===== src/rtl/conv_bcd_bin_seq.sv =====
// conv_bcd_bin_seq: sequential packed-BCD to unsigned-binary converter.
// One multiply-by-10-and-add step per clock, MSD first, valid/ready on both sides.
// Optional nibble validity check enabled by defining CONV_BCD_CHECK_EN.
module conv_bcd_bin_seq #(
  parameter int N_DIGITS = 2,
  parameter int BIN_W    = 7
) (
  input  logic                  clk,
  input  logic                  reset,
  input  logic                  in_valid,
  output logic                  in_ready,
  input  logic [4*N_DIGITS-1:0] dato_bcd,
  output logic                  out_valid,
  input  logic                  out_ready,
  output logic [BIN_W-1:0]      dato_bin,
  output logic                  err,
  output logic                  ovf
);

  localparam int BCD_W  = 4 * N_DIGITS;
  localparam int STEP_W = BIN_W + 4;
  localparam int CNT_W  = (N_DIGITS > 1) ? $clog2(N_DIGITS) : 1;
  localparam logic [CNT_W-1:0] CNT_LAST = CNT_W'(N_DIGITS - 1);

  typedef enum logic [1:0] {
    IDLE = 2'd0,
    CONV = 2'd1,
    DONE = 2'd2
  } state_t;

  state_t               state_q, state_d;
  logic [BCD_W-1:0]     bcd_q;
  logic [BIN_W-1:0]     acc_q;
  logic [CNT_W-1:0]     cnt_q;
  logic                 ovf_st_q;
  logic                 err_st_q;
  logic [BIN_W-1:0]     dato_bin_q;
  logic                 err_q;
  logic                 ovf_q;

  logic [STEP_W-1:0]    step;
  logic                 step_ovf;
  logic                 err_at_accept;

  // acc*10 + digit at BIN_W+4 bits, built from shifts so no multiplier is needed.
  function automatic logic [STEP_W-1:0] mul10_add(input logic [BIN_W-1:0] acc,
                                                  input logic [3:0]       dig);
    logic [STEP_W-1:0] a;
    a = STEP_W'(acc);
    return (a << 3) + (a << 1) + STEP_W'(dig);
  endfunction

  // Saturate the result to all ones when the word was invalid or overflowed.
  function automatic logic [BIN_W-1:0] sat_result(input logic [BIN_W-1:0] acc,
                                                  input logic             bad);
    return bad ? {BIN_W{1'b1}} : acc;
  endfunction

`ifdef CONV_BCD_CHECK_EN
  // Flag any nibble outside 0..9.
  function automatic logic nib_bad(input logic [BCD_W-1:0] bcd);
    logic bad;
    bad = 1'b0;
    for (int i = 0; i < N_DIGITS; i++) begin
      if (bcd[4*i +: 4] > 4'd9) bad = 1'b1;
    end
    return bad;
  endfunction

  assign err_at_accept = nib_bad(dato_bcd);
`else
  assign err_at_accept = 1'b0;
`endif

  // The MSD of the remaining word always sits in the top nibble of bcd_q.
  assign step     = mul10_add(acc_q, bcd_q[BCD_W-1 -: 4]);
  assign step_ovf = |step[STEP_W-1:BIN_W];

  // State register.
  always_ff @(posedge clk or posedge reset) begin
    if (reset) state_q <= IDLE;
    else       state_q <= state_d;
  end

  // Next-state and handshake outputs.
  always_comb begin
    state_d   = state_q;
    in_ready  = 1'b0;
    out_valid = 1'b0;
    case (state_q)
      IDLE: begin
        in_ready = 1'b1;
        if (in_valid) state_d = CONV;
      end
      CONV: begin
        if (cnt_q == CNT_LAST) state_d = DONE;
      end
      DONE: begin
        out_valid = 1'b1;
        if (out_ready) state_d = IDLE;
      end
      default: state_d = IDLE;
    endcase
  end

  // Datapath: latch at accept, one digit per CONV cycle, load outputs on entry to DONE.
  always_ff @(posedge clk or posedge reset) begin
    if (reset) begin
      bcd_q      <= '0;
      acc_q      <= '0;
      cnt_q      <= '0;
      ovf_st_q   <= 1'b0;
      err_st_q   <= 1'b0;
      dato_bin_q <= '0;
      err_q      <= 1'b0;
      ovf_q      <= 1'b0;
    end else begin
      case (state_q)
        IDLE: begin
          if (in_valid) begin
            bcd_q    <= dato_bcd;
            acc_q    <= '0;
            cnt_q    <= '0;
            ovf_st_q <= 1'b0;
            err_st_q <= err_at_accept;
          end
        end
        CONV: begin
          acc_q <= step[BIN_W-1:0];
          bcd_q <= bcd_q << 4;
          cnt_q <= cnt_q + CNT_W'(1);
          if (step_ovf) ovf_st_q <= 1'b1;
          if (cnt_q == CNT_LAST) begin
            dato_bin_q <= sat_result(step[BIN_W-1:0], err_st_q | ovf_st_q | step_ovf);
            err_q      <= err_st_q;
            ovf_q      <= ovf_st_q | step_ovf;
          end
        end
        default: ;
      endcase
    end
  end

  assign dato_bin = dato_bin_q;
  assign ovf      = ovf_q;
`ifdef CONV_BCD_CHECK_EN
  assign err      = err_q;
`else
  assign err      = 1'b0;
`endif

endmodule


===== config.mk =====
export PLATFORM = sky130hd
export DESIGN_NAME = conv_bcd_bin_seq
export DESIGN_NICKNAME = d
export VERILOG_FILES = /design/src/rtl/conv_bcd_bin_seq.sv
export SDC_FILE = /design/constraint.sdc
export NUM_CORES = 1
export LEC_CHECK = 0
export BUFFER_PORTS_ARGS = -buffer_cell sky130_fd_sc_hd__buf_2
export CAP_MARGIN = 20
export CELL_PAD_IN_SITES_DETAIL_PLACEMENT = 1
export CELL_PAD_IN_SITES_GLOBAL_PLACEMENT = 1
export CORE_UTILIZATION = 39
export CTS_CLUSTER_SIZE = 12
export DETAILED_ROUTE_END_ITERATION = 8
export PLACE_DENSITY_LB_ADDON = 0.25
export REMOVE_ABC_BUFFERS = 1
export SLEW_MARGIN = 20
export SYNTH_ARGS = -nofsm -noshare
export SYNTH_HDL_FRONTEND = slang
export SYNTH_SLANG_ARGS = --single-unit

===== constraint.sdc =====
create_clock -name clk -period 3.05 [get_ports clk]
set_input_delay 0.4575 -clock clk [delete_from_list [all_inputs] [get_ports clk]]
set_output_delay 0.4575 -clock clk [all_outputs]
set_load 0.01 [all_outputs]

# After elaboration in Yosys (flattened, before gate mapping)
# Cells that the tools add are included.
[word_totals] regBits=27 inputBits=12 output_inout_bits=11 wordCells=39
[classes] n_addsub=3 eq_ne=6 n_mux=15 bitwise_logic=1 reduce_logical=7
[op_table] op="8-bit case mux with 2 select lines" count=1
[op_table] op="7-bit 2-to-1 mux" count=2
[op_table] op="7-bit case mux with 2 select lines" count=1
[op_table] op="10-bit by 8-bit adder with 11-bit output" count=1
[op_table] op="11-bit by 4-bit adder with 11-bit output" count=1
[op_table] op="8-bit 2-to-1 mux" count=1
[op_table] op="2-bit != test (second input constant)" count=4
[op_table] op="2-bit 2-to-1 mux" count=3
[op_table] op="2-bit case mux with 3 select lines" count=1
[op_table] op="3-bit AND reduction" count=2
[op_table] op="1-bit 2-to-1 mux" count=4
[op_table] op="1-bit case mux with 2 select lines" count=2
[op_table] op="2-bit AND reduction" count=2
[op_table] op="4-bit OR reduction" count=1
[op_table] op="2-bit by 1-bit == test with 1-bit output (second input constant)" count=1
[op_table] op="2-bit == test (second input constant)" count=1
[op_table] op="2-bit zero test" count=1
[op_table] op="2-bit nonzero test" count=1
[op_table] op="1-bit adder (second input constant)" count=1
[op_table] op="1-bit bitwise OR" count=1

# Longest topological paths before layout
# Gate-level depths: netlist of the first run.
[depth] depth_word=5 depth_mapped=8 ltp_nobuf=8

# Worst setup path before layout of the first run
# OpenSTA, ideal clock, no wires.
[synth_timing] kind="reg-to-reg" start="reg bcd_q[7]" end="reg dato_bin_q[5] (netlist: dato_bin[5])" setup_time_ns=0.147 t_arrival_ns=2.432 t_required_ns=2.903 path_slack_ns=0.472 stages_incl_launch_ff=9 n_path_buf=0 synth_period_minus_slack_ns=2.578 cell_sequence="dfrtp_1 -> inv_1 -> fa_1 -> inv_1 -> fa_1 -> a21o_1 -> a211o_1 -> a2111oi_4 -> a31oi_1"
[synth_between] elab_chain_cells=4
[synth_lines] element="from (decl)" line_no="32" source="logic [BCD_W-1:0] bcd_q;"
[synth_lines] element="from (signal assigned)" line_no="121" source="bcd_q <= dato_bcd;"
[synth_lines] element="from (signal assigned)" line_no="130" source="bcd_q <= bcd_q << 4;"
[synth_lines] element="11-bit by 4-bit adder with 11-bit output (*)" line_no="50" source="return (a << 3) + (a << 1) + STEP_W'(dig);"
[synth_lines] element="4-bit OR reduction" line_no="77" source="assign step_ovf = |step[STEP_W-1:BIN_W];"
[synth_lines] element="1-bit bitwise OR"
[synth_lines] element="7-bit 2-to-1 mux (*)" line_no="56" source="return bad ? {BIN_W{1'b1}} : acc;"
[synth_lines] element="to (signal assigned)" line_no="134" source="dato_bin_q <= sat_result(step[BIN_W-1:0], err_st_q | ovf_st_q | step_ovf);"
[synth_lines] element="to (decl)" line_no="37" source="logic [BIN_W-1:0] dato_bin_q;"
# Mark *: on every way between the ends. The rest lies on a longest branch, timed or not.
# A chain may end at the register's enable or synchronous reset.

# Worst setup path in the final report of the first run
[layout_timing] start="reg acc_q[0]" end="reg dato_bin_q[3] (netlist: dato_bin[3])"
[layout_between] elab_chain_cells=5
[layout_lines] element="from (decl)" line_no="33" source="logic [BIN_W-1:0] acc_q;"
[layout_lines] element="from (signal assigned)" line_no="129" source="acc_q <= step[BIN_W-1:0];"
[layout_lines] element="10-bit by 8-bit adder with 11-bit output (*)" line_no="50"
[layout_lines] element="11-bit by 4-bit adder with 11-bit output (*)" line_no="50"
[layout_lines] element="4-bit OR reduction" line_no="77"
[layout_lines] element="1-bit bitwise OR"
[layout_lines] element="7-bit 2-to-1 mux (*)" line_no="56"
# Marked as above.

==> out/metrics.sh, run 1 <==
NUMBER_OF_FILLER_INSTANCES_IN_THE_FINAL_LAYOUT=418
CORE-AREA_SQ_UM=3470
SYN_AREA_PER_CELL_SQ_UM=10.0
AREAGROWTHSYNTHTOFINISH_PCT=12.9
CRIT-REG2REG-CAPTURE='dato_bin[3]'
MOST_COMMON_LIBRARY_CELL_IN_THE_LAYOUT_IGNORING_FILL_AND_TAPS='sky130_fd_sc_hd__dfrtp_1'
FIRST_ITER_VIOLATIONS=44
POWER_SWITCHING_SHARE_PCT=44.4
COMBINATIONALPOWERSHARE_PCT=50.5
FINALSETUPVIOLATIONS=0
CTS_INSERTED_BUFFERS=3
FMAX_MHz=347
CRITPATHREQUIREDTIME_NS=3.18
NUMBER_OF_REMAINING_DRC_ERRORS=0
VDD_IR_DROP_MAX_mV=0.377
TIMING_WORST_SLEW_PIN_VALUE_NS=1.03
NUM_ANTENNA_CELLS=0
GRT_PASS1_VIAS=1211
DR.PASS1.ITERS=4
CLOCK_SKEW_NS=0.00410
POST_SYNTH_NUM_CELL_TYPES=30
CTS_TREE='built'
SYNTH_LARGEST_AREA_CELL='sky130_fd_sc_hd__dfrtp_1'
MIN_PERIOD_NS=2.88
SEQPWRFRAC_PCT=37.2
CLK_PATH_BUF_DEPTH=2
P_SWITCHING_mW=0.753
YS_SEQ_AREA_SHARE_PCT=46.2
INSERTION_DELAY_NS=0.28
GPL.FINAL_WEIGHTED_CONGESTION=0.728
FINALHOLDVIOLCOUNT=0
PLACEMENT.IO_BUFFERS=21
GRT_MAX_DEGREE=28
INITIAL_UTILIZATION_PCT=42.2
SYNTH_LARGEST_TYPE_AREA_FRACTION_PCT=46.2
ANTENNA_FOUND_INITIAL=0
MAXSLEWHEADROOM_PCT=31.2
RSZ_0062_RAISED_AFTER_GLOBAL_ROUTING='no'
WORSTSETUPSTARTPOINT='acc_q[0]'
INSTANCES_NO_FILL=212
MULTI_INPUT_AREA_SQ_UM=723
RUN_STATUS='finished, final reports clean'
SYNTHESIS.AREA_SQ_UM=1460
FINAL.PERIOD_UTILIZATION_PCT=94.5
ROUTE.VIAS.TOTAL=1139
FLOORPLAN.ROWS=21
CLOCK_TREE_ROOT_BUFFER_CELL='sky130_fd_sc_hd__clkbuf_8'
ENDPOINT_KIND='register'
FP.DIEW_UM=63.2
FINALNETCOUNT=194
TIMING.SETUP.TNS_NS=0
LAYOUT.AREA.SEQ_SQ_UM=676
DPL.HPWL_MM=2.57
WIRE_PER_INST_UM=16.4
MIN_PATH_TYPE='in2async'
VIAS_PER_CELL=5.37
WORST_SETUP_PATH_ENDPOINT='dato_bin[3]'
FIN_HOLD_WS_NS=0.226
POWER_DENSITY_OVER_CELL_AREA_nW_PER_UM2=1030
POST_SYNTH_INST_COUNT=146
CTS-HTREE-LEVELS=1
WIRE_LENGTH_OF_THE_FIRST_GLOBAL_ROUTING_PASS_MM=5.93
WORSTPATHMAXFANOUT=9
SETUP.WORST_PATH.CLASS='reg2reg'
P_INT_mW=0.945
ARRIVAL_NS=3.01
REG2REG_SETUP_SLACK_NS=0.17
NUMPLACEDINSTANCES=208
LARGEST_CELLS_BY_AREA_AFTER_SYNTHESIS='sky130_fd_sc_hd__dfrtp_1, sky130_fd_sc_hd__ha_1, sky130_fd_sc_hd__a21oi_1'
CAP_VIOLATIONS=0
CTSRESIZECOUNT=0
DIE_HEIGHT_UM=63.2
POSTROUTEANTENNANETS=0
CLOCK-SINKS=27
CTS_HOLD_REPAIR.BUFFERS=0
CLKTRANSATPATHREGS_NS=0.09
GR-USAGE-ALL-LAYERS_PCT=19.6
FLOORPLAN.DIE_AREA_SQ_UM=4000
DRIVE_GT1_SHARE_PCT=16.9
FINAL_MAX_SLEW_VIOL_COUNT=0
R2R_START='acc_q[0]'
MOSTFREQUENTLAYOUTCELLS='sky130_fd_sc_hd__dfrtp_1, sky130_fd_sc_hd__buf_2, sky130_fd_sc_hd__nor2_1'
R2R_CELLS=8
STATIC-LEAKAGE-POWER_nW=0.820
IO_PINS=23
SYNTH-SEQ-CELLS=27
CRIT_PATH_START_KIND='register'
GRT_REMAINING_OVERFLOW=0
CLKPWRFRAC_PCT=12.3
POST_CTS.REPAIR.SETUP_BUFFERS=0
SYNTH.YOSYS.WARNINGS=0
FINAL_TOTAL_PWR_mW=1.70
ROUTED_WL_MM=3.48
[cells in the mapped netlist]
library cell	n
sky130_fd_sc_hd__a21o_1	3
sky130_fd_sc_hd__conb_1	1
sky130_fd_sc_hd__o21bai_1	1
sky130_fd_sc_hd__o21ai_0	8
sky130_fd_sc_hd__and3_1	1
sky130_fd_sc_hd__o31ai_1	2
sky130_fd_sc_hd__or4_1	1
sky130_fd_sc_hd__a21oi_1	14
sky130_fd_sc_hd__xor2_1	3
sky130_fd_sc_hd__nand3_1	1
sky130_fd_sc_hd__nor2b_1	6
sky130_fd_sc_hd__and2_1	2
sky130_fd_sc_hd__a221o_1	1
sky130_fd_sc_hd__a211o_1	1
sky130_fd_sc_hd__buf_4	1
sky130_fd_sc_hd__nand2_1	11
sky130_fd_sc_hd__a22oi_1	2
sky130_fd_sc_hd__nor2_1	16
sky130_fd_sc_hd__mux2_2	1
sky130_fd_sc_hd__a32o_1	1
sky130_fd_sc_hd__nand4b_1	1
sky130_fd_sc_hd__a2111oi_4	1
sky130_fd_sc_hd__nor3_1	1
sky130_fd_sc_hd__ha_1	13
sky130_fd_sc_hd__dfrtp_1	27
sky130_fd_sc_hd__a31oi_1	4
sky130_fd_sc_hd__clkbuf_1	5
sky130_fd_sc_hd__inv_1	10
sky130_fd_sc_hd__a22o_1	5
sky130_fd_sc_hd__fa_1	2
[critical path, cell delays in order (launching register included)]
cell	delay (ns)
sky130_fd_sc_hd__dfrtp_1	0.40
sky130_fd_sc_hd__inv_1	0.08
sky130_fd_sc_hd__fa_1	0.50
sky130_fd_sc_hd__inv_1	0.07
sky130_fd_sc_hd__fa_1	0.48
sky130_fd_sc_hd__a21o_1	0.21
sky130_fd_sc_hd__a211o_1	0.26
sky130_fd_sc_hd__a2111oi_4	0.58
sky130_fd_sc_hd__a21oi_1	0.16
[layer usage]
metal,wire length [um],share of wire [%],track usage (%)
met5,0,0,0
met4,51,1.5,6.82
met3,65,1.9,1.63
met2,1740,50,35.5
met1,1630,47,24.2
[state kept, by name, summed over array words and instances, names as in the netlist]
| signal | count |
|---|---|
| ovf_st_q | 1 |
| bcd_q | 8 |
| ovf | 1 |
| cnt_q | 1 |
| acc_q | 7 |
| state_q | 2 |
| dato_bin | 7 |
[through the flow]
step / worst slack, ns / util [%] / cell area (sq um)
global placement: 0.309 / 46.3 / 1610
floorplan: 0.450 / - / 1440
detailed placement: 0.159 / 46.3 / 1610
CTS: 0.139 / 47.6 / 1650
finish: 0.169 / 47.6 / 1650
global route: 0.0417 / 47.6 / 1650
[cells by family (layout without fill, tap and decap cells)]
| family | after synthesis | count (layout) | share of synthesized area [%] |
|---|---|---|---|
| buf+inv | 16 | 36 | 4.36 |
| fa+ha+maj | 15 | 15 | 13.9 |
| mux | 1 | 1 | 0.770 |
| other cells | 1 | 1 | 0.256 |
| compound gates | 43 | 43 | 20.2 |
| simple gates | 40 | 40 | 12.6 |
| xor+xnor | 3 | 3 | 1.80 |
| flops | 27 | 27 | 46.2 |
[worst min-delay path by stage]
stage	from	end	slack (ns)	cells past startpoint
final	reset	dato_bin[0]	0.23	2
after global routing	reset	dato_bin[1]	0.27	2
after CTS	out_ready	state_q[1]	0.38	2
after detailed placement	bcd_q[7]	bcd_q[7]	0.49	2
after global placement	bcd_q[3]	bcd_q[3]	0.47	1
after floorplan	bcd_q[7]	bcd_q[7]	0.45	2
[power groups by stage]
stage	sequential (mW)	combinational [mW]	clock [mW]
finish	0.632	0.857	0.209
global route	0.655	0.956	0.228
CTS	0.631	0.861	0.209
detailed placement	0.639	0.848	0
global placement	0.628	0.815	0
floorplan	0.616	0.582	0
[layout make-up]
type                            count  share of cell area [%]
Inverter                           10                    2.27
Sequential cell                    27                    40.9
Clock buffer                        4                    2.73
Timing Repair Buffer               22                    6.82
Tap cell                           46                    3.48
Multi-Input combinational cell    103                    43.8
Note: power is estimated with default switching activity, not from simulation.
==> inputs of run 2 (changes only) <==
--- a/config.mk
+++ b/config.mk
@@ -9,7 +9,8 @@
 export CAP_MARGIN = 20
 export CELL_PAD_IN_SITES_DETAIL_PLACEMENT = 1
 export CELL_PAD_IN_SITES_GLOBAL_PLACEMENT = 1
-export CORE_UTILIZATION = 39
+export CORE_UTILIZATION = 43
+export CTS_BUF_LIST = sky130_fd_sc_hd__clkbuf_16
 export CTS_CLUSTER_SIZE = 12
 export DETAILED_ROUTE_END_ITERATION = 8
 export PLACE_DENSITY_LB_ADDON = 0.25
==> run 2 against run 1 <==
Compared with the run above:
- clock power increased by 43%
- count of clock-buffer cells in the layout decreased by 1
- fmax increased by 2.0%
- largest cell class unchanged
- highest routed layer unchanged
==> out/metrics.sh, run 2 (synthesis gave the netlist of run 1 again) <==
MIN_PATH_TYPE='in2async'  # unchanged
POST_CTS.REPAIR.SETUP_BUFFERS=0  # unchanged
FLOORPLAN.ROWS=20  # was 21
SEQPWRFRAC_PCT=35.7  # was 37.2%
DRIVE_GT1_SHARE_PCT=17.5  # was 16.9%
NUMPLACEDINSTANCES=206  # was 208
CLKPWRFRAC_PCT=16.8  # was 12.3%
MULTI_INPUT_AREA_SQ_UM=723  # unchanged
FINALSETUPVIOLATIONS=0  # unchanged
LAYOUT.AREA.SEQ_SQ_UM=676  # unchanged
CTS-HTREE-LEVELS=1  # unchanged
CORE-AREA_SQ_UM=3130  # was 3470 sq um
FP.DIEW_UM=60.3  # was 63.2 um
COMBINATIONALPOWERSHARE_PCT=47.5  # was 50.5%
FINAL_MAX_SLEW_VIOL_COUNT=0  # unchanged
CLOCK-SINKS=27  # unchanged
INSTANCES_NO_FILL=210  # was 212
POWER_SWITCHING_SHARE_PCT=42.2  # was 44.4%
CAP_VIOLATIONS=0  # unchanged
POWER_DENSITY_OVER_CELL_AREA_nW_PER_UM2=1060  # was 1030 nW/um^2
NUM_ANTENNA_CELLS=0  # unchanged
CTS_HOLD_REPAIR.BUFFERS=0  # unchanged
MAXSLEWHEADROOM_PCT=35.8  # was 31.2%
GPL.FINAL_WEIGHTED_CONGESTION=0.754  # was 0.728
STATIC-LEAKAGE-POWER_nW=0.838  # was 0.820 nW
MOSTFREQUENTLAYOUTCELLS='sky130_fd_sc_hd__dfrtp_1, sky130_fd_sc_hd__buf_2, sky130_fd_sc_hd__nor2_1'  # unchanged
WIRE_LENGTH_OF_THE_FIRST_GLOBAL_ROUTING_PASS_MM=5.91  # was 5.93 mm
CRITICAL_PATH.N_BUFFERS_INVERTERS=2  # unchanged
CTS_TREE='built'  # unchanged
CRITPATHREQUIREDTIME_NS=3.17  # was 3.18 ns
IO_PINS=23  # unchanged
NUMBER_OF_REMAINING_DRC_ERRORS=0  # unchanged
MAX_FFS_PER_REGISTER=8  # unchanged
DIE_HEIGHT_UM=60.3  # was 63.2 um
TIMING_WORST_SLEW_PIN_VALUE_NS=0.961  # was 1.03 ns
FIRST_ITER_VIOLATIONS=14  # was 44
POSTROUTEANTENNANETS=0  # unchanged
INITIAL_UTILIZATION_PCT=46.8  # was 42.2%
MOST_COMMON_LIBRARY_CELL_IN_THE_LAYOUT_IGNORING_FILL_AND_TAPS='sky130_fd_sc_hd__dfrtp_1'  # unchanged
GRT_MAX_DEGREE=28  # unchanged
CLOCK_SKEW_NS=0.00358  # was 0.00410 ns
PLACEMENT.IO_BUFFERS=21  # unchanged
SETUP.WORST_PATH.CLASS='reg2reg'  # unchanged
CRIT_PATH_START_KIND='register'  # unchanged
LARGEST-REGISTER='bcd_q'  # unchanged
FINAL.PERIOD_UTILIZATION_PCT=92.6  # was 94.5%
ARRIVAL_NS=2.94  # was 3.01 ns
ROUTED_WL_MM=3.42  # was 3.48 mm
FIN_HOLD_WS_NS=0.246  # was 0.226 ns
P_INT_mW=1.03  # was 0.945 mW
CLKTRANSATPATHREGS_NS=0.07  # was 0.09 ns
TIMING.SETUP.TNS_NS=0  # unchanged
FMAX_MHz=354  # was 347 MHz
NUMBER_OF_FILLER_INSTANCES_IN_THE_FINAL_LAYOUT=363  # was 418
DR.PASS1.ITERS=4  # unchanged
MAX_STAGE_DELAY_NS=0.56  # was 0.58 ns
FINALNETCOUNT=194  # unchanged
DPL.HPWL_MM=2.56  # was 2.57 mm
INSERTION_DELAY_NS=0.26  # was 0.28 ns
P_SWITCHING_mW=0.753  # about the same
CLK_PATH_BUF_DEPTH=2  # unchanged
VIAS_PER_CELL=5.53  # was 5.37
ANTENNA_FOUND_INITIAL=0  # unchanged
WIRE_PER_INST_UM=16.3  # was 16.4 um
CTSRESIZECOUNT=0  # unchanged
ENDPOINT_KIND='register'  # unchanged
ROUTE.VIAS.TOTAL=1162  # was 1139
WORSTPATHMAXFANOUT=9  # unchanged
CLOCK_TREE_ROOT_BUFFER_CELL='sky130_fd_sc_hd__clkbuf_16'  # was sky130_fd_sc_hd__clkbuf_8
CPLARGESTDELAYFAMILY='compound AO/OA/AOI/OAI gates'  # unchanged
RUN_STATUS='finished, final reports clean'  # unchanged
WORST_PATH_MAX_DELAY_CELL='sky130_fd_sc_hd__a2111oi_4'  # unchanged
VDD_IR_DROP_MAX_mV=0.510  # was 0.377 mV
GR-USAGE-ALL-LAYERS_PCT=22.4  # was 19.6%
GRT_REMAINING_OVERFLOW=0  # unchanged
FINALHOLDVIOLCOUNT=0  # unchanged
AREAGROWTHSYNTHTOFINISH_PCT=15.1  # was 12.9%
GRT_PASS1_VIAS=1181  # was 1211
RSZ_0062_RAISED_AFTER_GLOBAL_ROUTING='no'  # unchanged
MIN_PERIOD_NS=2.82  # was 2.88 ns
FLOORPLAN.DIE_AREA_SQ_UM=3640  # was 4000 sq um
CTS_INSERTED_BUFFERS=3  # unchanged
PATH_CELLS='inv_1 > fa_1 > inv_1 > fa_1 > a21o_1 > a211o_1 > a2111oi_4 > a31oi_1'  # was inv_1 > fa_1 > inv_1 > fa_1 > a21o_1 > a211o_1 > a2111oi_4 > a21oi_1
## run 2: changes by cell type in the layout (fill, tap and decap cells not counted), sizes merged
cell and change:
clkbuf -1, clkinv +1
## run 2: layer usage
metal / vias to the layer above / global-route usage [%] / wire [um]
li1: 552 / - / -
met1: 583 / 30.3 / 1540
met2: 22 / 37.0 / 1730
met3: 5 / 3.46 / 104
met4: 0 / 6.98 / 42
met5: - / 0 / 0
## run 2: final cells by class
type	instances	area share (%)
clock buffer	3	4.46
clock inverter	1	0.297
inverter	10	2.23
multi-input combinational	103	42.9
sequential	27	40.1
tap	44	3.27
timing repair buffer	22	6.69
## run 2: path summary, 6_finish.rpt
check	endpoint	startpoint	slack [ns]	cells after the start
min in group clk	state_q[1]	out_ready	0.38	2
min reg2reg	bcd_q[3]	bcd_q[3]	0.50	1
max in group asynchronous	dato_bin[2]	reset	2.42	2
max	dato_bin[5]	bcd_q[7]	0.23	8
min	ovf	reset	0.25	2
max reg2reg	dato_bin[5]	bcd_q[7]	0.23	8
## run 2: power by group through the flow
stage,registers [mW],clock network (mW),logic [mW]
4_1_cts,0.635,0.305,0.860
5_1_grt,0.661,0.314,0.956
2_1_floorplan,0.616,0,0.582
3_5_place_dp,0.641,0,0.840
6_report,0.636,0.299,0.846
3_3_place_gp,0.626,0,0.801
## run 2: metrics by stage
step,total power [mW],instance area [sq um],util [%],setup slack [ns]
4_1_cts,1.80,1680,53.8,0.236
3_3_place_gp,1.43,1600,51.3,0.318
5_1_grt,1.93,1680,53.8,0.0528
3_5_place_dp,1.48,1600,51.3,0.227
6_report,1.78,1680,53.8,0.226
2_1_floorplan,1.20,1440,-,0.450
